**config.mk**
```make
export PLATFORM = sky130hd
export DESIGN_NAME = mul_booth_r4
export DESIGN_NICKNAME = d
export VERILOG_FILES = /design/src/rtl/mul_booth_r4.sv
export SDC_FILE = /design/constraint.sdc
export NUM_CORES = 1
export LEC_CHECK = 0
export BUFFER_PORTS_ARGS = -buffer_cell sky130_fd_sc_hd__buf_2
export CORE_MARGIN = 10
export CORE_UTILIZATION = 46
export CTS_CLUSTER_SIZE = 16
export DETAILED_ROUTE_END_ITERATION = 7
export GPL_TIMING_DRIVEN = 0
export REMOVE_ABC_BUFFERS = 1
export SETUP_SLACK_MARGIN = 0.15
export SYNTH_ARGS = -nofsm -noshare
export SYNTH_HDL_FRONTEND = slang
export SYNTH_SLANG_ARGS = --single-unit
export TNS_END_PERCENT = 5
```
**constraint.sdc**
```tcl
create_clock -name clk -period 6.1 [get_ports clk]
set_input_delay 0.305 -clock clk [delete_from_list [all_inputs] [get_ports clk]]
set_output_delay 0.305 -clock clk [all_outputs]
set_load 0.01 [all_outputs]
```
**src/rtl/mul_booth_r4.sv**
```systemverilog
// Radix-4 Booth multiplier for MULT/MULTU. Retires one Booth digit per cycle and
// writes the 64-bit {HI, LO} product 19 cycles after a request is accepted.

module mul_booth_r4_digit #(
    parameter int MW = 34,
    parameter int AW = 36
) (
    input  logic [2:0]    sel,
    input  logic [MW-1:0] m,
    output logic [AW-1:0] addend
);
    logic [AW-1:0] m1;
    logic [AW-1:0] m2;

    always_comb begin
        m1 = {{(AW-MW){m[MW-1]}}, m};
        m2 = {{(AW-MW-1){m[MW-1]}}, m, 1'b0};
        unique case (sel)
            3'b001, 3'b010: addend = m1;
            3'b011:         addend = m2;
            3'b100:         addend = -m2;
            3'b101, 3'b110: addend = -m1;
            default:        addend = '0;
        endcase
    end
endmodule

module mul_booth_r4 #(
    parameter int WIDTH = 32
) (
    input  logic             clk,
    input  logic             rst,
    input  logic             en,
    input  logic             signed_op,
    input  logic [WIDTH-1:0] multiplicand,
    input  logic [WIDTH-1:0] multiplier,
    output logic [WIDTH-1:0] product_hi,
    output logic [WIDTH-1:0] product_lo,
    output logic             done
);
    localparam int XW      = WIDTH + 2;
    localparam int AW      = WIDTH + 4;
    localparam int PW      = AW + XW + 1;
    localparam int DIGITS  = XW / 2;
    localparam int COUNT_W = $clog2(DIGITS);

    typedef enum logic [1:0] {FREE, ON, END} state_t;

    typedef struct packed {
        logic             signed_op;
        logic [WIDTH-1:0] a;
        logic [WIDTH-1:0] b;
    } req_t;

    state_t             state;
    req_t               req;
    req_t               last_req;
    logic               start;
    logic [XW-1:0]      m;
    logic [XW-1:0]      m_ext;
    logic [XW-1:0]      q_ext;
    logic [PW-1:0]      p;
    logic [PW-1:0]      p_next;
    logic [AW-1:0]      addend;
    logic [AW-1:0]      acc;
    logic [COUNT_W-1:0] count;
    logic [2*WIDTH-1:0] result;

    assign req   = '{signed_op: signed_op, a: multiplicand, b: multiplier};
    // An identical re-issue reuses the held result instead of restarting.
    assign start = (state == FREE) && en && (req != last_req);
    assign done  = (state == FREE) && !start;

    assign m_ext = {{2{signed_op & multiplicand[WIDTH-1]}}, multiplicand};
    assign q_ext = {{2{signed_op & multiplier[WIDTH-1]}}, multiplier};

    mul_booth_r4_digit #(.MW(XW), .AW(AW)) u_digit (
        .sel    (p[2:0]),
        .m      (m),
        .addend (addend)
    );

    // Accumulate into the top AW bits, then arithmetic shift by one digit.
    always_comb begin
        acc    = p[PW-1 -: AW] + addend;
        p_next = {{2{acc[AW-1]}}, acc, p[PW-AW-1:2]};
    end

    always_ff @(posedge clk) begin
        if (!rst) begin
            state    <= FREE;
            last_req <= '0;
            count    <= '0;
            result   <= '0;
            m        <= '0;
            p        <= '0;
        end else begin
            unique case (state)
                FREE: begin
                    if (start) begin
                        last_req <= req;
                        m        <= m_ext;
                        p        <= {{AW{1'b0}}, q_ext, 1'b0};
                        count    <= '0;
                        state    <= ON;
                    end
                end
                ON: begin
                    p     <= p_next;
                    count <= count + 1'b1;
                    if (count == COUNT_W'(DIGITS - 1))
                        state <= END;
                end
                END: begin
                    result <= p[2*WIDTH:1];
                    state  <= FREE;
                end
                default: state <= FREE;
            endcase
        end
    end

    assign product_hi = result[2*WIDTH-1:WIDTH];
    assign product_lo = result[WIDTH-1:0];
endmodule

```
-- Yosys cells after proc, flatten, opt, wreduce, memory -nomap -nowiden
Index checks and enable logic that the tools add are counted.
- bits in registers: 240
- input bits: 68
- output and inout port bits: 65
- logic and storage cells: 45
- add/subtract/negate cells: 4
- eq/ne operators: 12
- muxes and demuxes: 8
- bitwise logic cells: 2
- reductions and logical operators: 11
- operators with widths (operator ; number):
    36-bit case mux with 4 select lines ; 1
    71-bit case mux with 2 select lines ; 1
    36-bit negation ; 2
    71-bit 2-to-1 mux ; 1
    65-bit != test ; 1
    36-bit adder ; 1
    5-bit case mux with 2 select lines ; 1
    3-bit == test (second input constant) ; 3
    3-bit by 2-bit == test with 1-bit output (second input constant) ; 2
    2-bit AND reduction ; 3
    5-bit by 1-bit adder with 5-bit output (second input constant) ; 1
    5-bit == test (second input constant) ; 1
    5-bit 2-to-1 mux ; 1
    2-bit 2-to-1 mux ; 2
    2-bit != test (second input constant) ; 2
    2-bit case mux with 2 select lines ; 1
    2-bit OR reduction ; 2
    3-bit by 1-bit == test with 1-bit output (second input constant) ; 1
    1-bit logical AND ; 3
    1-bit AND ; 2
    2-bit by 1-bit == test with 1-bit output (second input constant) ; 1
    2-bit == test (second input constant) ; 1
    2-bit logical NOT ; 1
    2-bit nonzero test ; 1
    1-bit logical NOT ; 1

-- Longest topological paths before layout
Gate-level depths: netlist (run 1).
- depth in word-level cells: 5
- gate-level depth with buffers: 20
- gate-level depth less buffers: 19

-- By module
A second synthesis (run 1) with hierarchy kept.
- cells, all modules: 1587
- area total of the unflattened synthesis: 12308.1 um^2
- by module, submodules not included (module ; instances ; cells each ; area an instance (um^2) ; seq. area each (um^2)):
    mul_booth_r4 ; 1 ; 1240 ; 10114.7 ; 4124.0
    mul_booth_r4_digit ; 1 ; 347 ; 2193.4 ; 0.0

-- Least setup slack after synthesis (run 1)
Ideal clock, no wire load.
- path kind: reg2reg
- start: reg last_req[34] (netlist bit)
- end: reg p[69]
- library setup time: 0.127 ns
- arrival: 4.223 ns
- data required time: 5.973 ns
- path slack: 1.749 ns
- cell stages (with the launch flop): 18
- buffers on the path: 2
- clock period less this slack: 4.351 ns
- cells stage by stage: dfxtp_1 buf_2 or4_1 or3_1 nor4_1 a21oi_1 o22ai_1 o22ai_1 ha_1 clkbuf_1 nand2_1 a2111oi_0 a22oi_1 a21oi_1 a21oi_1 o311a_1 xnor2_1 o211ai_1
- longest elaborated chain between the ends: 4
- RTL lines (item ; line ; source):
    start: declaration ; 57 ; req_t last_req;
    start signal: assignment ; 101 ; last_req <= req;
    65-bit != test ; 71 ; assign start = (state == FREE) && en && (req != last_req);
    1-bit logical AND ; 71 ;
    2-bit != test (no line) ; -- ;
    2-bit AND reduction (no line) ; -- ;
    end signal: assignment ; 103 ; p <= {{AW{1'b0}}, q_ext, 1'b0};
    end signal: assignment ; 109 ; p <= p_next;
    end: declaration ; 62 ; logic [PW-1:0] p;
No other way between the ends.
A chain may end at the register's enable or synchronous reset.

-- Worst setup path after layout (run 1)
- start: reg last_req[33] (netlist bit)
- end: reg p[65]
The elaborated chain is that of the path after synthesis.

==> results of run 1 <==
-- timing repair --
item	in CTS	in global routing
gates cloned	0	1
pin swaps	0	0
gates resized for setup	2	5
endpoints found under the setup margin	18	9
-- final cells by class --
| class | count | area [µm²] |
|---|---|---|
| Fill cell | 2594 | 12700 |
| Clock buffer | 37 | 741 |
| Timing Repair Buffer | 150 | 900 |
| Clock inverter | 6 | 63.8 |
| Tap cell | 341 | 427 |
| Multi-Input combinational cell | 1226 | 7810 |
| Sequential cell | 206 | 4130 |
| Timing Repair inverter | 1 | 5.00 |
| Antenna cell | 8 | 20.0 |
| Inverter | 28 | 109 |
-- power groups by stage --
| stage | clock network, mW | logic [mW] | registers (mW) |
|---|---|---|---|
| 2_1_floorplan | 0 | 0.420 | 1.49 |
| 3_3_place_gp | 0 | 0.597 | 1.51 |
| 3_5_place_dp | 0 | 0.607 | 1.51 |
| 4_1_cts | 1.49 | 0.610 | 1.48 |
| 5_1_grt | 1.54 | 0.675 | 1.49 |
| 6_report | 1.45 | 0.610 | 1.48 |
-- through the flow --
step / worst slack, ns / area (µm²) / hold slack [ns] / std cells
floorplan: -0.353 / 12000 / 0.422 / 1460
global placement: -3.80 / 13100 / 0.449 / 1933
detailed placement: -0.487 / 13400 / 0.454 / 1951
CTS: 0.340 / 14200 / 0.0482 / 1994
global route: 0.405 / 14200 / 0.0729 / 1997
finish: 0.808 / 14200 / 0.0613 / 2003
-- path summary, 6_finish.rpt --
check | from | endpoint | slack, ns | cells after the start
max | last_req[33] | p[65] | 0.81 | 18
min | multiplicand[24] | last_req[56] | 0.06 | 3
max reg2reg | last_req[33] | p[65] | 0.81 | 18
min reg2reg | result[51] | result[51] | 0.46 | 2
-- kinds of logic after synthesis --
family                   synth area share (%)
XOR/XNOR                                 8.68
AND/OR/NAND/NOR                          24.0
AO/OA/AOI/OAI                            22.6
flip-flops                               33.0
multiplexers                             2.80
buffers and inverters                    4.98
adder cells (fa/ha/maj)                  3.96
-- placed cells by master (no fill, tap or decap), types with 15 or more instances in the layout --
| cell type | instances |
|---|---|
| a21boi_0 | 71 |
| a21o_1 | 18 |
| a21oi_1 | 91 |
| a221oi_1 | 36 |
| and3_1 | 40 |
| buf_2 | 131 |
| clkbuf_16 | 25 |
| dfxtp_1 | 203 |
| ha_1 | 38 |
| inv_1 | 27 |
| mux2i_1 | 35 |
| nand2_1 | 228 |
| nand3_1 | 39 |
| nand4_1 | 21 |
| nor2_1 | 71 |
| nor2b_1 | 109 |
| nor3_1 | 22 |
| o211ai_1 | 19 |
| o21ai_0 | 76 |
| o22ai_1 | 15 |
| xnor2_1 | 99 |
| xor2_1 | 25 |
-- per-layer routing --
layer  part of all wire (%)  vias to the layer above
met2                     44                      277
met4                    3.1                       14
met1                     46                     5209
met3                    7.3                       75
met5                   0.21                        -
li1                       -                     5706
-- worst min-delay path: stages --
cell and delay (ns):
buf_2 0.09, mux2i_1 0.06, nor2b_1 0.09
-- synth_stat cells, types with 4 or more instances --
cell type  count
buf_2          9
and3_1        40
mux2i_1       35
o21ai_0       76
a31oi_1       14
xor2_1        25
o31ai_1        7
nor2b_1      112
nand2b_1      11
o211ai_1      19
o21a_1         5
xnor2_1       99
o22ai_1       15
a221oi_1      36
nand2_1      229
a21o_1        18
ha_1          38
a211oi_1       6
o21ai_1        6
or3_1         10
a21boi_1       9
nor2_1        73
nand3_1       39
inv_1         28
o21bai_1       8
clkbuf_1     110
or2_2          5
a21oi_1       92
buf_1          8
a22oi_1       12
dfxtp_1      206
or4_1          4
o221ai_1       7
nor4_1        11
nand4_1       21
and2_1         6
a21boi_0      71
nor3_1        22
-- registers in the layout (all words and copies together) (netlist names) --
register	flops
p	69
last_req	64
result	64
count	5
m	2
state	2
==> impl_metrics.env, run 1 <==
export IMPL_ir_drop_mv=0.253
export IMPL_clock_sinks=206
export IMPL_gp_congestion=0.886
export IMPL_port_buffers=132
export IMPL_power_density_mw_per_mm2=249
export IMPL_finalHoldViolations=0
export IMPL_syn_area_mm2=0.0125
export IMPL_power_total_mw=3.54
export IMPL_synth_warnings=0
export IMPL_io_pins=133
export IMPL_yosysUniqueCellTypes=72
export IMPL_cts_hold_buf=0
export IMPL_post_route_drc_count=0
export IMPL_synth_flop_cell="dfxtp_1"
export IMPL_pwr_share_clk_pct=41.0
export IMPL_crit_arrival_ns=5.72
export IMPL_dieWidth_um=185
export IMPL_root_buffer="clkbuf_16"
export IMPL_grt_usage_pct=20.8
export IMPL_fin_tns_setup_ns=0
export IMPL_worst_pin_slew_ns=1.17
export IMPL_path_cells="inv_1 -> ha_1 -> or3b_1 -> nor3_1 -> and2_1 -> nand2_1 -> o31ai_1 -> xor2_1 -> o32a_1 -> o221ai_1 -> ha_1 -> a21o_1 -> a211oi_1 -> o311a_1 -> nor4_1 -> o31ai_1 -> nand4b_1 -> o311ai_1"
export IMPL_yosys_area_top_type="dfxtp_1"
export IMPL_critPathKind="reg -> reg"
export IMPL_grt_pass1_vias=10700
export IMPL_clock_latency_ns=0.52
export IMPL_fin_util_pct=52.8
export IMPL_rows=60
export IMPL_maxSlewViolCount=0
export IMPL_ys_top_cells_by_area="dfxtp_1 (33%), xnor2_1 (6.9%), nand2_1 (6.9%), nor2b_1 (5.6%), a21boi_0 (4.3%)"
export IMPL_postRouteAntennaNets=0
export IMPL_synth_seq_area_share_pct=33.0
export IMPL_path_delay_family="compound AO/OA/AOI/OAI gates"
export IMPL_critPathCaptureType="register"
export IMPL_switchingPower_mw=1.01
export IMPL_syn2layout_area_growth_pct=13.6
export IMPL_grt_max_degree=115
export IMPL_run_status="finished clean"
export IMPL_initial_core_util_pct=46.5
export IMPL_critPathBufInv=1
export IMPL_rsz0062_at_grt="no"
export IMPL_post_cts_setup_buffer_count=0
export IMPL_critPathSlowestCell="nor3_1"
export IMPL_grt_use_met3_pct=5.66
export IMPL_post_dp_hpwl_um=26400
export IMPL_min_path_type="in -> reg"
export IMPL_p_int_mw=2.53
export IMPL_via_per_inst=5.63
export IMPL_die_h_um=185
export IMPL_swShare_pct=28.6
export IMPL_cts_max_level=1
export IMPL_cts_buffer_depth=3
export IMPL_clock_skew_ns=0.0144
export IMPL_clock_fmax_mhz=189
export IMPL_num_nets_final=1744
export IMPL_totalWireLength_um=36100
export IMPL_grt_overflow_total=0
export IMPL_drv_cap=0
export IMPL_power_leakage_nw=5.56
export IMPL_relSlewSlack_pct=21.9
export IMPL_core_area_mm2=0.0269
export IMPL_crit_fanout=7
export IMPL_slowest_delay_ns=0.53
export IMPL_avgSynthCellArea_um2=7.87
export IMPL_drtIter0Drc=708
export IMPL_synth_edf_count=0
export IMPL_drive_gt1_share_pct=13.2
export IMPL_fin_crit_sh_pct=86.8
export IMPL_use_met1_pct=27.1
export IMPL_cp_start_kind="register"
export IMPL_dieArea_mm2=0.0342
export IMPL_required_ns=6.53
export IMPL_gr_max_usage_layer="met2"
export IMPL_yosysTopAreaCellShare_pct=33.0
export IMPL_cts_buffers=24
export IMPL_wl_per_cell_um=18.0
export IMPL_synthCells=1590
export IMPL_antenna_found_initial=15
export IMPL_num_vias=11300
export IMPL_ys_ff_latch=206
export IMPL_use_met2_pct=32.6
export IMPL_layout_min_cycle_time_ns=5.29
export IMPL_power_frac_seq_pct=41.8
export IMPL_setup_viol=0
export IMPL_combPwrFrac_pct=17.2
export IMPL_grt_pass1_wl_um=58600
export IMPL_clk_pin_slew_worst_paths_ns=0.06
export IMPL_async_reset_ff_share_pct=0
export IMPL_drtPass1Iterations=5
export IMPL_cts_tree="done"
No activity file was read; power rests on OpenSTA's default activity.
==> run 2, diff against run 1 <==
--- a/config.mk
+++ b/config.mk
@@ -6,11 +6,12 @@
 export NUM_CORES = 1
 export LEC_CHECK = 0
 export BUFFER_PORTS_ARGS = -buffer_cell sky130_fd_sc_hd__buf_2
-export CORE_MARGIN = 10
-export CORE_UTILIZATION = 46
+export CORE_MARGIN = 8
+export CORE_UTILIZATION = 60
 export CTS_CLUSTER_SIZE = 16
 export DETAILED_ROUTE_END_ITERATION = 7
 export GPL_TIMING_DRIVEN = 0
+export PLACE_DENSITY = 0.81
 export REMOVE_ABC_BUFFERS = 1
 export SETUP_SLACK_MARGIN = 0.15
 export SYNTH_ARGS = -nofsm -noshare
==> impl_metrics.env, run 2 (same netlist as run 1, synthesis figures left out) <==
export IMPL_required_ns=6.49
export IMPL_core_area_mm2=0.0208
export IMPL_reg2reg_to="p[69]"
export IMPL_syn2layout_area_growth_pct=12.1
export IMPL_postRouteAntennaNets=0
export IMPL_min_path_type="in -> reg"
export IMPL_crit_arrival_ns=6.19
export IMPL_post_dp_hpwl_um=25000
export IMPL_reg2reg_from="p[0]"
export IMPL_finalHoldViolations=0
export IMPL_post_cts_setup_buffer_count=0
export IMPL_swShare_pct=28.5
export IMPL_final_cell_mix="nand2_1 (228), dfxtp_1 (203), buf_2 (131)"
export IMPL_r2r_cells=15
export IMPL_grt_pass1_wl_um=56800
export IMPL_largest_register_ffs=69
export IMPL_clock_latency_ns=0.51
export IMPL_root_buffer="clkbuf_16"
export IMPL_ir_drop_mv=0.199
export IMPL_num_vias=11600
export IMPL_via_per_inst=6.03
export IMPL_power_leakage_nw=5.52
export IMPL_path_cells="clkinvlp_4 -> nand2_4 -> or2_2 -> nor3_1 -> o21ai_0 -> o211ai_1 -> ha_1 -> nand2_1 -> a2111oi_0 -> a22oi_1 -> a21oi_1 -> a21oi_1 -> o311a_1 -> xnor2_1 -> o211ai_1"
export IMPL_dieArea_mm2=0.0257
export IMPL_hold_path_depth=3
export IMPL_cts_max_level=1
export IMPL_slowest_delay_ns=0.78
export IMPL_drtPass1Iterations=7
export IMPL_multiInputGateArea_mm2=0.00780
export IMPL_cts_tree="done"
export IMPL_grt_pass1_vias=11000
export IMPL_wl_per_cell_um=18.2
export IMPL_gp_congestion=0.909
export IMPL_cts_hold_buf=0
export IMPL_port_buffers=132
export IMPL_path_delay_family="compound AO/OA/AOI/OAI gates"
export IMPL_final_area_mm2=0.0140
export IMPL_post_route_drc_count=0
export IMPL_fin_crit_sh_pct=95.0
export IMPL_grt_overflow_total=0
export IMPL_clk_pin_slew_worst_paths_ns=0.06
export IMPL_drive_gt1_share_pct=12.8
export IMPL_min_to="last_req[59]"
export IMPL_layout_min_cycle_time_ns=5.80
export IMPL_maxSlewViolCount=0
export IMPL_combPwrFrac_pct=17.6
export IMPL_critPathCaptureType="register"
export IMPL_num_nets_final=1741
export IMPL_finalHoldWorstSlack_ns=0.0718
export IMPL_grt_max_degree=123
export IMPL_clock_sinks=206
export IMPL_hold_start="multiplicand[27]"
export IMPL_rows=53
export IMPL_setup_viol=0
export IMPL_ff_latch_area_mm2=0.00413
export IMPL_antenna_found_initial=7
export IMPL_top_register="p"
export IMPL_grt_usage_pct=26.1
export IMPL_power_density_mw_per_mm2=247
export IMPL_totalWireLength_um=35000
export IMPL_place_area_mm2=0.0133
export IMPL_worst_pin_slew_ns=1.31
export IMPL_run_status="finished clean"
export IMPL_drv_cap=0
export IMPL_final_cell_count_no_fill=1928
export IMPL_dp_cells=1884
export IMPL_cp_start_kind="register"
export IMPL_power_frac_seq_pct=42.9
export IMPL_dieWidth_um=160
export IMPL_critPathBufInv=1
export IMPL_switchingPower_mw=0.985
export IMPL_drtIter0Drc=710
export IMPL_initial_core_util_pct=60.3
export IMPL_crit_fanout=29
export IMPL_p_int_mw=2.47
export IMPL_cts_buffer_depth=3
export IMPL_die_h_um=160
export IMPL_io_pins=133
export IMPL_pwr_share_clk_pct=39.5
export IMPL_relSlewSlack_pct=12.5
export IMPL_top_regs="p: 69 flops, last_req: 64 flops, result: 64 flops"
export IMPL_cts_buffers=22
export IMPL_clock_fmax_mhz=172
export IMPL_rsz0062_at_grt="no"
export IMPL_clock_skew_ns=0.0158
export IMPL_final_common_cell="nand2_1"
export IMPL_critPathKind="reg -> reg"
export IMPL_critPathSlowestCell="a2111oi_0"
export IMPL_fill_cells=1756
export IMPL_rrSetupSlack_ns=0.30
-- run 2: what timing repair did --
action / in CTS / in global routing
gates cloned: 0 / 1
setup endpoints to repair: 17 / 4
gates resized for setup: 2 / 2
endpoints found under the hold margin: 0 / 0
-- run 2: power groups by stage --
stage	registers [mW]	logic [mW]	clock network (mW)
after floorplan	1.49	0.420	0
after CTS	1.48	0.602	1.39
final	1.48	0.609	1.37
after global routing	1.49	0.665	1.44
after detailed placement	1.51	0.598	0
after global placement	1.51	0.578	0
-- run 2: per-layer routing --
layer / vias up / wire [µm] / global-route usage [%]
met4: 12 / 1040 / 8.28
met5: - / 85 / 0
met2: 401 / 16000 / 43.3
met3: 82 / 2680 / 6.01
met1: 5441 / 15200 / 33.0
li1: 5681 / - / -
-- run 2: worst max path at each step --
stage	endpoint	from	cells past startpoint	slack, ns
final	p[69]	p[0]	15	0.30
after global routing	p[69]	p[0]	15	0.18
after CTS	p[69]	p[1]	13	0.24
after detailed placement	p[69]	p[0]	15	-0.44
after global placement	p[65]	last_req[50]	8	-3.44
after floorplan	p[65]	last_req[50]	8	-0.35
-- run 2: worst min-delay path, delay by kind of cell --
kind	cells	cell delay (ns)
multiplexers	1	0.06
AND/OR/NAND/NOR	1	0.09
buffers and inverters	1	0.09
-- run 2: layout make-up --
class | count | share of cell area [%]
diodes | 3 | 0.0535
repair buffers | 149 | 6.39
flip-flops and latches | 206 | 29.4
repair inverters | 1 | 0.0357
multi-input cells | 1226 | 55.6
clock buffers | 34 | 4.61
well taps | 275 | 2.45
clock inverters | 6 | 0.625
inverters | 28 | 0.776
-- run 2: per-stage QoR --
step           setup WS (ns)  utilization (%)  total power, mW  TNS (ns)
2_1_floorplan         -0.353                -             1.91     -4.68
3_3_place_gp           -3.44             62.6             2.09   -316.49
3_5_place_dp          -0.435             63.9             2.11     -1.37
4_1_cts                0.242             67.4             3.47         0
5_1_grt                0.181             67.5             3.60         0
6_report               0.302             67.6             3.46         0
